File: src/rtl/uart_pkg.sv
// Shared constants and state encoding for the UART transmit frame shifter.
package uart_pkg;

  typedef enum logic [1:0] {
    ST_IDLE  = 2'd0,
    ST_ARM   = 2'd1,
    ST_SHIFT = 2'd2
  } state_e;

  localparam int   MAX_FRAME = 13;
  localparam int   CNT_W     = 4;
  localparam logic LINE_IDLE = 1'b1;

endpackage

File: src/rtl/uart_piso_reg.sv
// Generic parallel-in/serial-out register, LSB out first, refills from sdi_i.
module uart_piso_reg #(
  parameter int WIDTH = 13
) (
  input  logic             clk,
  input  logic             rst,
  input  logic             ld_i,
  input  logic             sh_i,
  input  logic             sdi_i,
  input  logic [WIDTH-1:0] pdata_i,
  output logic             so_o
);

  logic [WIDTH-1:0] q_q;

  // Load wins over shift; idle contents are all ones so the line stays high.
  always_ff @(posedge clk or posedge rst) begin
    if (rst) begin
      q_q <= '1;
    end else if (ld_i) begin
      q_q <= pdata_i;
    end else if (sh_i) begin
      q_q <= {sdi_i, q_q[WIDTH-1:1]};
    end else begin
      q_q <= q_q;
    end
  end

  assign so_o = q_q[0];

endmodule

File: src/rtl/uart_tx_frame_shifter.sv
// UART TX frame serializer: start, DATA_BITS data LSB-first, optional parity, 1/2 stops.
// Optional line-break input enabled by defining UART_TX_BREAK_EN.
module uart_tx_frame_shifter
  import uart_pkg::*;
#(
  parameter int DATA_BITS = 8
) (
  input  logic                 clk,
  input  logic                 rst,
  input  logic                 load,
  input  logic [DATA_BITS-1:0] data,
  input  logic                 par_en,
  input  logic                 par_odd,
  input  logic                 two_stop,
  input  logic                 bit_tick,
`ifdef UART_TX_BREAK_EN
  input  logic                 brk,
`endif
  output logic                 ready,
  output logic                 busy,
  output logic                 done,
  output logic                 sdo
);

  state_e               state_q;
  logic [CNT_W-1:0]     cnt_q;
  logic                 ready_q;
  logic                 busy_q;
  logic                 done_q;
  logic                 sdo_q;

  logic                 brk_s;
  logic                 accept_s;
  logic                 shift_s;
  logic                 piso_so_s;
  logic [MAX_FRAME-1:0] frame_s;
  logic [CNT_W-1:0]     len_s;

  function automatic logic parity_f(input logic [DATA_BITS-1:0] d, input logic odd);
    return (^d) ^ odd;
  endfunction

`ifdef UART_TX_BREAK_EN
  assign brk_s = brk;
`else
  assign brk_s = 1'b0;
`endif

  assign accept_s = load && ready_q && !brk_s && (state_q == ST_IDLE);
  assign len_s    = CNT_W'(DATA_BITS + 2) + CNT_W'(par_en) + CNT_W'(two_stop);

  // The register pops one bit each time sdo is updated, so it runs one bit ahead of the line.
  assign shift_s  = bit_tick && ((state_q == ST_ARM) ||
                                 ((state_q == ST_SHIFT) && (cnt_q > CNT_W'(1))));

  // Frame image: start bit, payload, optional parity; everything above stays high.
  always_comb begin
    frame_s              = '1;
    frame_s[0]           = 1'b0;
    frame_s[DATA_BITS:1] = data;
    if (par_en) begin
      frame_s[DATA_BITS+1] = parity_f(data, par_odd);
    end else begin
      frame_s[DATA_BITS+1] = LINE_IDLE;
    end
  end

  uart_piso_reg #(
    .WIDTH (MAX_FRAME)
  ) u_piso (
    .clk     (clk),
    .rst     (rst),
    .ld_i    (accept_s),
    .sh_i    (shift_s),
    .sdi_i   (LINE_IDLE),
    .pdata_i (frame_s),
    .so_o    (piso_so_s)
  );

  // Frame sequencing with registered line and handshake outputs.
  always_ff @(posedge clk or posedge rst) begin
    if (rst) begin
      state_q <= ST_IDLE;
      cnt_q   <= '0;
      ready_q <= 1'b1;
      busy_q  <= 1'b0;
      done_q  <= 1'b0;
      sdo_q   <= LINE_IDLE;
    end else begin
      done_q <= 1'b0;
      case (state_q)
        ST_IDLE: begin
          if (accept_s) begin
            state_q <= ST_ARM;
            cnt_q   <= len_s;
            ready_q <= 1'b0;
            busy_q  <= 1'b1;
            sdo_q   <= LINE_IDLE;
          end else begin
            ready_q <= !brk_s;
            busy_q  <= 1'b0;
            sdo_q   <= brk_s ? ~LINE_IDLE : LINE_IDLE;
          end
        end
        ST_ARM: begin
          if (bit_tick) begin
            state_q <= ST_SHIFT;
            sdo_q   <= piso_so_s;
          end else begin
            sdo_q   <= LINE_IDLE;
          end
        end
        ST_SHIFT: begin
          if (bit_tick) begin
            if (cnt_q > CNT_W'(1)) begin
              cnt_q <= cnt_q - CNT_W'(1);
              sdo_q <= piso_so_s;
            end else begin
              // ready stays low this cycle so no load can coincide with done.
              state_q <= ST_IDLE;
              cnt_q   <= '0;
              done_q  <= 1'b1;
              busy_q  <= 1'b0;
              ready_q <= 1'b0;
              sdo_q   <= LINE_IDLE;
            end
          end else begin
            sdo_q <= sdo_q;
          end
        end
        default: begin
          state_q <= ST_IDLE;
          cnt_q   <= '0;
          ready_q <= 1'b0;
          busy_q  <= 1'b0;
          sdo_q   <= LINE_IDLE;
        end
      endcase
    end
  end

  assign ready = ready_q;
  assign busy  = busy_q;
  assign done  = done_q;
  assign sdo   = sdo_q;

endmodule

File: config.mk
export PLATFORM = sky130hd
export DESIGN_NAME = uart_tx_frame_shifter
export DESIGN_NICKNAME = d
export VERILOG_FILES = /design/src/rtl/uart_pkg.sv /design/src/rtl/uart_piso_reg.sv /design/src/rtl/uart_tx_frame_shifter.sv
export SDC_FILE = /design/constraint.sdc
export NUM_CORES = 1
export LEC_CHECK = 0
export CORE_MARGIN = 3
export CORE_UTILIZATION = 36
export CTS_BUF_LIST = sky130_fd_sc_hd__clkbuf_16
export CTS_CLUSTER_DIAMETER = 30
export DETAILED_ROUTE_END_ITERATION = 7
export SYNTH_ARGS = -nofsm -noshare
export SYNTH_HDL_FRONTEND = slang
export SYNTH_SLANG_ARGS = --single-unit
File: constraint.sdc
create_clock -name clk -period 4.57 [get_ports clk]
set_input_delay 0.457 -clock clk [delete_from_list [all_inputs] [get_ports clk]]
set_output_delay 0.457 -clock clk [all_outputs]
set_load 0.02 [all_outputs]
Yosys cells after proc, flatten, opt, wreduce, memory -nomap -nowiden
Index checks and enable logic that the tools add are counted.
- flip-flop bits (word level): 23
- input bits: 15
- output and inout port bits: 4
- word-level logic and storage cells: 55
- add/subtract/negate cells: 3
- $lt $le $gt $ge: 1
- eq/ne operators: 6
- mux-type cells: 25
- bitwise gates (word level): 2
- reductions and logical operators: 11
- operators with widths (operator ; count):
    $mux W13 ; 2
    $mux W4 ; 3
    $pmux W4 S3 ; 1
    $mux W1 ; 11
    $mux W2 ; 4
    $ne A2 B2 Y1 const B ; 4
    $reduce_xor A8 Y1 ; 1
    $pmux W1 S3 ; 2
    $pmux W2 S3 ; 1
    $reduce_and A3 Y1 ; 2
    $add A4 B1 Y4 ; 1
    $add A4 B1 Y4 const A ; 1
    $gt A4 B1 Y1 const B ; 1
    $logic_and A1 B1 Y1 ; 4
    $reduce_and A4 Y1 ; 1
    $sub A4 B1 Y4 const B ; 1
    $eq A2 B1 Y1 const B ; 1
    $eq A2 B2 Y1 const B ; 1
    $logic_not A2 Y1 ; 1
    $pmux W1 S2 ; 1
    $reduce_bool A2 Y1 ; 1
    $logic_or A1 B1 Y1 ; 1
    $not A1 Y1 ; 1
    $xor A1 B1 Y1 ; 1

Logic depth before layout (Yosys ltp)
Gate-level depths: netlist (run 1).
- depth in word-level cells: 6
- gate-level depth with buffers: 8
- gate-level depth less buffers: 7

By module
From an unflattened synthesis (run 1), not the netlist that was laid out.
- cells, all modules: 136
- area total of the unflattened synthesis: 1372.6 um^2
- by module, submodules not included (module ; times used ; cells an instance ; area each (um^2) ; sequential area each (um^2)):
    uart_tx_frame_shifter ; 1 ; 79 ; 742.0 ; 252.7
    uart_piso_reg ; 1 ; 57 ; 630.6 ; 341.6

Worst setup path before layout (run 1)
Ideal clock, no wire load.
- path type: reg-to-reg
- from: register cnt_q[0]
- to: register state_q[1]
- library setup time: 125 ps
- arrival: 1520 ps
- data required time: 4445 ps
- path slack: 2925 ps
- stages on the path, launching flop included: 8
- path buffers: 0
- clock period less this slack: 1645 ps
- cells stage by stage: dfrtp_1 -> inv_1 -> ha_1 -> nor2_2 -> o31ai_4 -> o21ai_2 -> or2_1 -> mux2_4
- word-level cells in the longest chain between the ends: 3
- ends and longest elaborated chain (element ; RTL line ; source):
    start, declared ; uart_tx_frame_shifter.sv:26 ; logic [CNT_W-1:0] cnt_q;
    start signal, assigned ; uart_tx_frame_shifter.sv:95 ; cnt_q <= len_s;
    start signal, assigned ; uart_tx_frame_shifter.sv:116 ; cnt_q <= cnt_q - CNT_W'(1);
    $gt A4 B1 Y1 ; uart_tx_frame_shifter.sv:115 ; if (cnt_q > CNT_W'(1)) begin
    $ne A2 B2 Y1 (no line) ; n/a ;
    $reduce_and A4 Y1 (no line) ; n/a ;
    end signal, assigned ; uart_tx_frame_shifter.sv:107 ; state_q <= ST_SHIFT;
    end signal, assigned ; uart_tx_frame_shifter.sv:120 ; state_q <= ST_IDLE;
    end signal, assigned ; uart_tx_frame_shifter.sv:132 ; state_q <= ST_IDLE;
    end, declared ; uart_tx_frame_shifter.sv:25 ; state_e state_q;
Every way passes these cells.
A chain may end at the register's enable or synchronous reset.

Final worst setup path (run 1)
- from: register cnt_q[0]
- to: register u_piso.q_q[0]
- word-level cells in the longest chain between the ends: 5
- ends and longest elaborated chain (element ; RTL line ; source):
    $gt A4 B1 Y1 ; uart_tx_frame_shifter.sv:54 ; ((state_q == ST_SHIFT) && (cnt_q > CNT_W'(1))));
    $logic_and A1 B1 Y1 ; uart_tx_frame_shifter.sv:54 ;
    $logic_or A1 B1 Y1 ; uart_tx_frame_shifter.sv:53 ; assign shift_s = bit_tick && ((state_q == ST_ARM) ||
    $logic_and A1 B1 Y1 ; uart_tx_frame_shifter.sv:53 ;
    $reduce_bool A2 Y1 (no line) ; n/a ;
    end signal, assigned ; uart_piso_reg.sv:21 ; q_q <= pdata_i;
    end signal, assigned ; uart_piso_reg.sv:23 ; q_q <= {sdi_i, q_q[WIDTH-1:1]};
    end signal, assigned ; uart_piso_reg.sv:25 ; q_q <= q_q;
    end, declared ; uart_piso_reg.sv:14 ; logic [WIDTH-1:0] q_q;
Every way passes these cells.

==> impl_metrics.yaml, run 1 <==
sta:
  fin_ws_ps: 2580
  finalSetupTns_ps: 0
  slew_headroom_pct: 49.8
  max_slew.worst_pin.slew_ps: 753
  fin_hold_ws_ps: 469
  setup_violations: 0
  fin_crit_ps: 1990
  fmax_mhz: 502
  finalCritPeriodShare_pct: 43.6
  final.setup_skew_ps: 4.95
  hold_violations: 0
  drv_slew: 0
  rsz0062_at_grt: "false"
run_status:
  status: "finished, final reports clean"
detailed_routing:
  wl_um: 2450
  drc_errors: 0
  vias_per_cell: 5.11
  dr.first_iter.drc_count: 28
  ant_nets: 0
  first_pass_iters: 4
  routedWlPerCell_um: 13.4
  vias: 935
global_route:
  grt_start_max_net_pins: 21
  grt_remaining_overflow: 0
  antenna_found_initial: 0
  grt_use_total_pct: 14.0
  grt_pass1_wl_um: 4420
  grt_pass1_vias: 987
pwr:
  p_total_uw: 976
  p_leak_nw: 0.590
  vdd_drop_max_mv: 0.377
  powerDensity_nw_per_um2: 660
cts:
  cts.clk_slew.worst_paths_ps: 60
  hold_buffers: 0
  clk_latency_ps: 250
  htreeDepth: 1
  clk_path_buf_depth: 2
  cts_resized: 0
  cts_tree: "built"
  cts_buffers: 3
  numClockSinks: 20
  post_cts_buffers: 0
  root_buffer: "clkbuf_16"
final_layout:
  area_delta_synth_final_pct: 24.4
  nets: 161
  drive_above_1_share_pct: 20.9
  post-route-util_pct: 47.7
  antenna_cells: 0
critical_path:
  endpoint_kind: "flop"
  startpoint_type: "flop"
  path_class: "reg -> reg"
  rr_worst_depth: 7
  r2r-end: "u_piso.q_q[0]"
  arrival_ps: 2170
  endpoint: "u_piso.q_q[0]"
  reg2reg_from: "cnt_q[0]"
  path_max_fanout: 10
  r2r_slack_ps: 2580
  crit_path_start: "cnt_q[0]"
  crit_required_ps: 4750
die:
  dieArea_um2: 4030
  fp.dieW_um: 63.5
  coreArea_um2: 3100
  floorplan.initialDensity_pct: 38.3
  ios: 19
  rows: 20
  dieHeight_um: 63.5
synth:
  yosysSeqAreaShare_pct: 43.4
  synth.cell_area_um2: 1190
  ys_warn_count: 0
  yosys.area.top_type: "dfstp_2"
  synth_area_leaders: "dfstp_2 (27%), dfrtp_1 (17%), ha_1 (6.3%)"
  synth-seq-cells: 20
  synthArstFlopShare_pct: 100
  ys_types: 35
  synth_top_area_share_pct: 26.5
  syn_avg_cell_area_um2: 9.74
  synthTopCellsByCount: "dfstp_2 (12), inv_1 (11), nand2_1 (10), o22ai_1 (9)"
  syn_inst: 122
  synth_edf_count: 0
  synthFlopType: "dfstp_2"
  yosysMostFrequentCell: "dfstp_2"
  synth_nets: 143
placement:
  pre_cts_ws_ps: 2520
  gp_congestion: 0.786
  dp_hpwl_um: 1840
  port_buffers: 18
worst_hold_path:
  min_path_type: "reg -> reg"
job:
  max_cap_viol_count: 0
## metal layers
| metal | global-route usage, % | routed length, um | up-vias |
|---|---|---|---|
| li1 | - | - | 461 |
| met1 | 18.7 | 1180 | 439 |
| met2 | 21.0 | 1110 | 31 |
| met3 | 4.63 | 139 | 4 |
| met4 | 5.12 | 23 | 0 |
| met5 | 0 | 0 | - |
## state kept, by name, indices dropped and copies added, names as in the netlist
| register | count |
|---|---|
| cnt_q | 4 |
| sdo | 1 |
| state_q | 2 |
| u_piso.q_q | 10 |
| busy | 1 |
| done | 1 |
| ready | 1 |
## cell type report
cell class                 instances  area (um2)
fill                             327        1620
multi-input combinational         86         608
sequential                        20         515
timing repair buffer              18         180
clock buffer                       3        75.1
tap                               44        55.1
inverter                          11        41.3
clock inverter                     1        3.75
## cells by family (layout without fill, tap and decap cells)
family	count (synthesis)	in the layout	share of synthesized area (%)
AOI/OAI and AO/OA	29	29	17.4
DFF	20	20	43.4
muxes	3	3	3.16
and+or+nand+nor	40	40	18.4
xor gates and xnor gates	8	8	5.89
adders and majority gates	6	6	6.32
buffers and inverters	16	33	5.47
## report_power, final
| group | internal (mW) | switching (mW) | leakage (nW) |
|---|---|---|---|
| logic | 0.196 | 0.244 | 0.318 |
| registers | 0.292 | 0.0614 | 0.229 |
| clock network | 0.117 | 0.0653 | 0.0423 |
| total | 0.605 | 0.371 | 0.590 |
## worst min-delay path by stage
stage                     start  endpoint  slack, ps  cells after the start
after floorplan             rst      busy        410                      1
after global placement      sdo       sdo        450                      2
after detailed placement    sdo       sdo        460                      2
after CTS                   sdo       sdo        470                      2
after global routing        sdo       sdo        500                      2
final                       sdo       sdo        470                      2
## through the flow
stage               std cells  cell area, um2
floorplan                 122            1190
global placement          179            1400
detailed placement        179            1400
CTS                       183            1480
global route              183            1480
finish                    183            1480
## worst max-delay path, stage by stage (launching register included)
cell and delay (ps):
dfrtp_1 390, inv_1 80, ha_1 230, nor2_2 220, o31a_1 290, o21a_1 470
nand2_1 100, a21oi_1 150
## placed cells by master (no fill, tap or decap), types with 2 or more instances in the layout
| cell | instances |
|---|---|
| clkdlybuf4s50_1 | 18 |
| inv_1 | 12 |
| dfstp_2 | 12 |
| nand2_1 | 10 |
| o22ai_1 | 9 |
| nor2_1 | 8 |
| dfrtp_1 | 8 |
| nor3_2 | 7 |
| nand3_1 | 7 |
| xnor2_1 | 7 |
| ha_1 | 6 |
| o21ai_0 | 5 |
| a21oi_1 | 3 |
| nor3_1 | 3 |
| clkbuf_16 | 3 |
| a32oi_1 | 2 |
| mux2_2 | 2 |
| a31oi_1 | 2 |
No activity file was read; power rests on OpenSTA's default activity.
==> run 2: changes to the inputs <==
clock period = 2 ns   (was 4.57 ns; I/O delays follow)
==> impl_metrics.yaml, run 2 (synthesis gave the netlist of run 1 again) <==
critical_path:
  path_max_fanout: 10
  slowest_delay_ps: 390
  critical_path.cell_chain: "inv_1, ha_1, nor2_2, o31a_1, o21a_1, buf_4, nor3_2, a31oi_1"
  r2r-end: "u_piso.q_q[9]"
  r2r_slack_ps: 180
  crit_buf_inv: 2
  rr_worst_depth: 8
  crit_required_ps: 2180
  critPathSlowestCell: "dfrtp_1"
  startpoint_type: "flop"
  path_class: "reg -> reg"
  arrival_ps: 2000
  critPathTopFamily: "compound AO/OA/AOI/OAI gates"
  endpoint_kind: "flop"
  reg2reg_from: "cnt_q[0]"
final_layout:
  final_common_cell: "clkdlybuf4s50_1"
  nets: 166
  top_register: "u_piso.q_q"
  post-route-cell-area_um2: 1520
  drive_above_1_share_pct: 23.6
  area_delta_synth_final_pct: 27.6
  fillerInstances: 292
  final_cell_mix: "clkdlybuf4s50_1 (18), inv_1 (12), dfstp_2 (12), nand2_1 (10), o22ai_1 (9)"
  post-route-util_pct: 48.9
  largest_reg_flops: 10
  reg.largest.list: "u_piso.q_q (10), cnt_q (4), state_q (2)"
  antenna_cells: 0
run_status:
  status: "finished, final reports clean"
detailed_routing:
  dr.first_iter.drc_count: 54
  first_pass_iters: 4
  routedWlPerCell_um: 13.4
  drc_errors: 0
  ant_nets: 0
  wl_um: 2520
  vias_per_cell: 5.10
  vias: 958
cts:
  post_cts_buffers: 0
  clk_latency_ps: 250
  hold_buffers: 0
  htreeDepth: 1
  root_buffer: "clkbuf_16"
  cts_resized: 0
  clk_path_buf_depth: 2
  cts_tree: "built"
  cts_buffers: 3
  cts.clk_slew.worst_paths_ps: 60
  numClockSinks: 20
sta:
  hold_violations: 0
  drv_slew: 0
  fin_crit_ps: 1820
  slew_headroom_pct: 66.6
  finalCritPeriodShare_pct: 91.1
  finalSetupTns_ps: 0
  fmax_mhz: 549
  setup_violations: 0
  max_slew.worst_pin.slew_ps: 497
  fin_ws_ps: 177
  rsz0062_at_grt: "false"
  final.setup_skew_ps: 6.81
job:
  max_cap_viol_count: 0
worst_hold_path:
  min_path_type: "in -> async"
global_route:
  grt_pass1_vias: 970
  grt_use_total_pct: 13.6
  grt_remaining_overflow: 0
  antenna_found_initial: 0
  grt_pass1_wl_um: 4400
  grt_start_max_net_pins: 21
placement:
  place_area_um2: 1440
  dp_hpwl_um: 1830
  gp_congestion: 0.819
  port_buffers: 18
  pre_cts_ws_ps: 172
pwr:
  p_leak_nw: 0.614
  powerDensity_nw_per_um2: 1500
  vdd_drop_max_mv: 0.713
die:
  floorplan.initialDensity_pct: 38.3
  dieArea_um2: 4030
  dieHeight_um: 63.5
  coreArea_um2: 3100
  ios: 19
  rows: 20
  fp.dieW_um: 63.5
-- run 2: area by class of cell --
| cell class | count | area [um2] | area share, % |
|---|---|---|---|
| clock inverter | 1 | 3.75 | 0.248 |
| inverter | 11 | 41.3 | 2.72 |
| clock buffer | 3 | 75.1 | 4.95 |
| sequential | 20 | 515 | 34.0 |
| timing repair buffer | 23 | 218 | 14.4 |
| multi-input combinational | 86 | 608 | 40.1 |
| tap | 44 | 55.1 | 3.63 |
-- run 2: metal layers --
metal | routed length (um) | track usage [%]
met1 | 1200 | 19.1
met5 | 0 | 0
met3 | 132 | 1.25
met4 | 10 | 4.31
met2 | 1180 | 22.0
-- run 2: worst reg2reg max path: cells and delay by family, from the launching register on --
kind / cells / cell delay, ps
simple gates: 2 / 270
buf+inv: 2 / 260
fa+ha+maj: 1 / 230
flops: 1 / 390
compound gates: 3 / 590
-- run 2: stage by stage --
stage | power (mW) | instances | hold WS (ps)
final | 2.28 | 188 | 283
after global routing | 2.46 | 188 | 322
after CTS | 2.28 | 188 | 294
after detailed placement | 1.86 | 184 | 466
after global placement | 1.83 | 184 | 458
after floorplan | 1.56 | 122 | 155
-- run 2: worst max-delay path by stage --
stage | startpoint | endpoint | slack, ps | cells after the start
floorplan | cnt_q[0] | state_q[1] | 360 | 7
global placement | bit_tick | cnt_q[3] | 200 | 6
detailed placement | bit_tick | cnt_q[3] | 170 | 6
CTS | cnt_q[0] | u_piso.q_q[9] | 180 | 8
global route | cnt_q[0] | u_piso.q_q[0] | 40 | 8
finish | cnt_q[0] | u_piso.q_q[9] | 180 | 8
-- run 2: where the power goes --
group / total, mW / internal [mW] / switching [mW]
combinational: 1.05 / 0.483 / 0.568
clock: 0.409 / 0.266 / 0.143
sequential: 0.815 / 0.668 / 0.147
total: 2.28 / 1.42 / 0.859
==> run 3: changes to the inputs <==
CTS_CLUSTER_SIZE = 10   (was not set)
PLACE_DENSITY_LB_ADDON = 0.05   (was not set)
==> impl_metrics.yaml, run 3 (synthesis gave the netlist of run 1 again) <==
run_status:
  status: "finished, final reports clean"
critical_path:
  cp.depth: 8
  critPathTopFamily: "compound AO/OA/AOI/OAI gates"
  path_max_fanout: 10
  reg2reg_from: "cnt_q[0]"
  startpoint_type: "flop"
  r2r_slack_ps: 190
  arrival_ps: 1980
  endpoint_kind: "flop"
  crit_required_ps: 2180
  path_class: "reg -> reg"
  r2r-end: "u_piso.q_q[9]"
  critical_path.cell_chain: "inv_1, ha_1, nor2_2, o31a_1, o21a_1, buf_4, nor3_2, a31oi_1"
  rr_worst_depth: 8
  slowest_delay_ps: 390
  crit_path_start: "cnt_q[0]"
  endpoint: "u_piso.q_q[9]"
  crit_buf_inv: 2
  critPathSlowestCell: "dfrtp_1"
placement:
  gp_congestion: 0.782
  dp_hpwl_um: 1930
  dpl.cell_count: 184
  place_area_um2: 1440
  port_buffers: 18
sta:
  hold_violations: 0
  finalCritPeriodShare_pct: 90.3
  setup_violations: 0
  finalSetupTns_ps: 0
  max_slew.worst_pin.slew_ps: 490
  final.setup_skew_ps: 4.77
  slew_headroom_pct: 67.1
  fmax_mhz: 554
  drv_slew: 0
  rsz0062_at_grt: "false"
  fin_crit_ps: 1810
die:
  fp.dieW_um: 63.5
  floorplan.initialDensity_pct: 38.3
  ios: 19
  rows: 20
  dieArea_um2: 4030
  dieHeight_um: 63.5
  coreArea_um2: 3100
worst_hold_path:
  min_path_type: "in -> async"
cts:
  numClockSinks: 20
  cts_buffers: 3
  cts_resized: 0
  cts.clk_slew.worst_paths_ps: 60
  cts_tree: "built"
  clk_latency_ps: 250
  clk_path_buf_depth: 2
  root_buffer: "clkbuf_16"
  hold_buffers: 0
  htreeDepth: 1
  post_cts_buffers: 0
final_layout:
  drive_above_1_share_pct: 25.0
  area_delta_synth_final_pct: 30.2
  reg.largest.list: "u_piso.q_q (10), cnt_q (4), state_q (2)"
  largest_reg_flops: 10
  nets: 166
  fin_cells: 188
  top_register: "u_piso.q_q"
  post-route-cell-area_um2: 1550
  fillerInstances: 316
  final_common_cell: "clkdlybuf4s50_1"
  antenna_cells: 0
  final_cell_mix: "clkdlybuf4s50_1 (18), dfstp_2 (12), inv_1 (11), nand2_1 (10), o22ai_1 (9)"
  post-route-util_pct: 49.9
global_route:
  grt_start_max_net_pins: 21
  grt_use_total_pct: 14.2
  grt_pass1_wl_um: 4520
  grt_remaining_overflow: 0
  grt_pass1_vias: 959
  antenna_found_initial: 0
detailed_routing:
  vias: 951
  routedWlPerCell_um: 13.7
  dr.first_iter.drc_count: 83
  drc_errors: 0
  vias_per_cell: 5.06
  ant_nets: 0
  first_pass_iters: 4
  wl_um: 2580
pwr:
  powerDensity_nw_per_um2: 1560
  p_leak_nw: 0.624
  p_total_mw: 2.42
  vdd_drop_max_mv: 0.715
job:
  max_cap_viol_count: 0
-- run 3: worst min path at each step --
stage,slack [ps],startpoint,depth (start not counted),to
2_1_floorplan,150,rst,1,busy
3_3_place_gp,460,sdo,2,sdo
3_5_place_dp,460,sdo,2,sdo
4_1_cts,280,rst,3,state_q[0]
5_1_grt,340,rst,3,state_q[1]
6_report,270,rst,3,state_q[0]
-- run 3: layer usage --
layer,up-vias,routed length [um],share of wire (%),track usage [%]
met5,-,0,0,0
met4,0,33,1.3,5.66
met3,4,84,3.3,2.14
met2,17,1310,51,23.3
met1,457,1150,45,18.7
li1,473,-,-,-
-- run 3: area by class of cell --
type | instances | area (um2) | area share, %
sequential | 20 | 515 | 33.3
clock buffer | 3 | 75.1 | 4.85
tap | 44 | 55.1 | 3.56
clock inverter | 1 | 30.0 | 1.94
multi-input combinational | 86 | 613 | 39.6
timing repair buffer | 23 | 218 | 14.1
inverter | 11 | 41.3 | 2.67
-- run 3: power by group --
part	leakage [nW]	switching, mW	total [mW]	internal [mW]
registers	0.229	0.141	0.809	0.667
logic	0.344	0.567	1.05	0.488
clock network	0.0511	0.155	0.552	0.397
total	0.624	0.864	2.42	1.55
-- run 3: stage by stage --
stage	worst slack (ps)	hold slack [ps]
after floorplan	355	155
after global placement	167	458
after detailed placement	121	459
after CTS	158	281
after global routing	39.7	339
final	193	272
-- run 3: worst min-delay path: stages --
cell	delay (ps)
clkdlybuf4s50_1	390
inv_1	50
buf_4	260
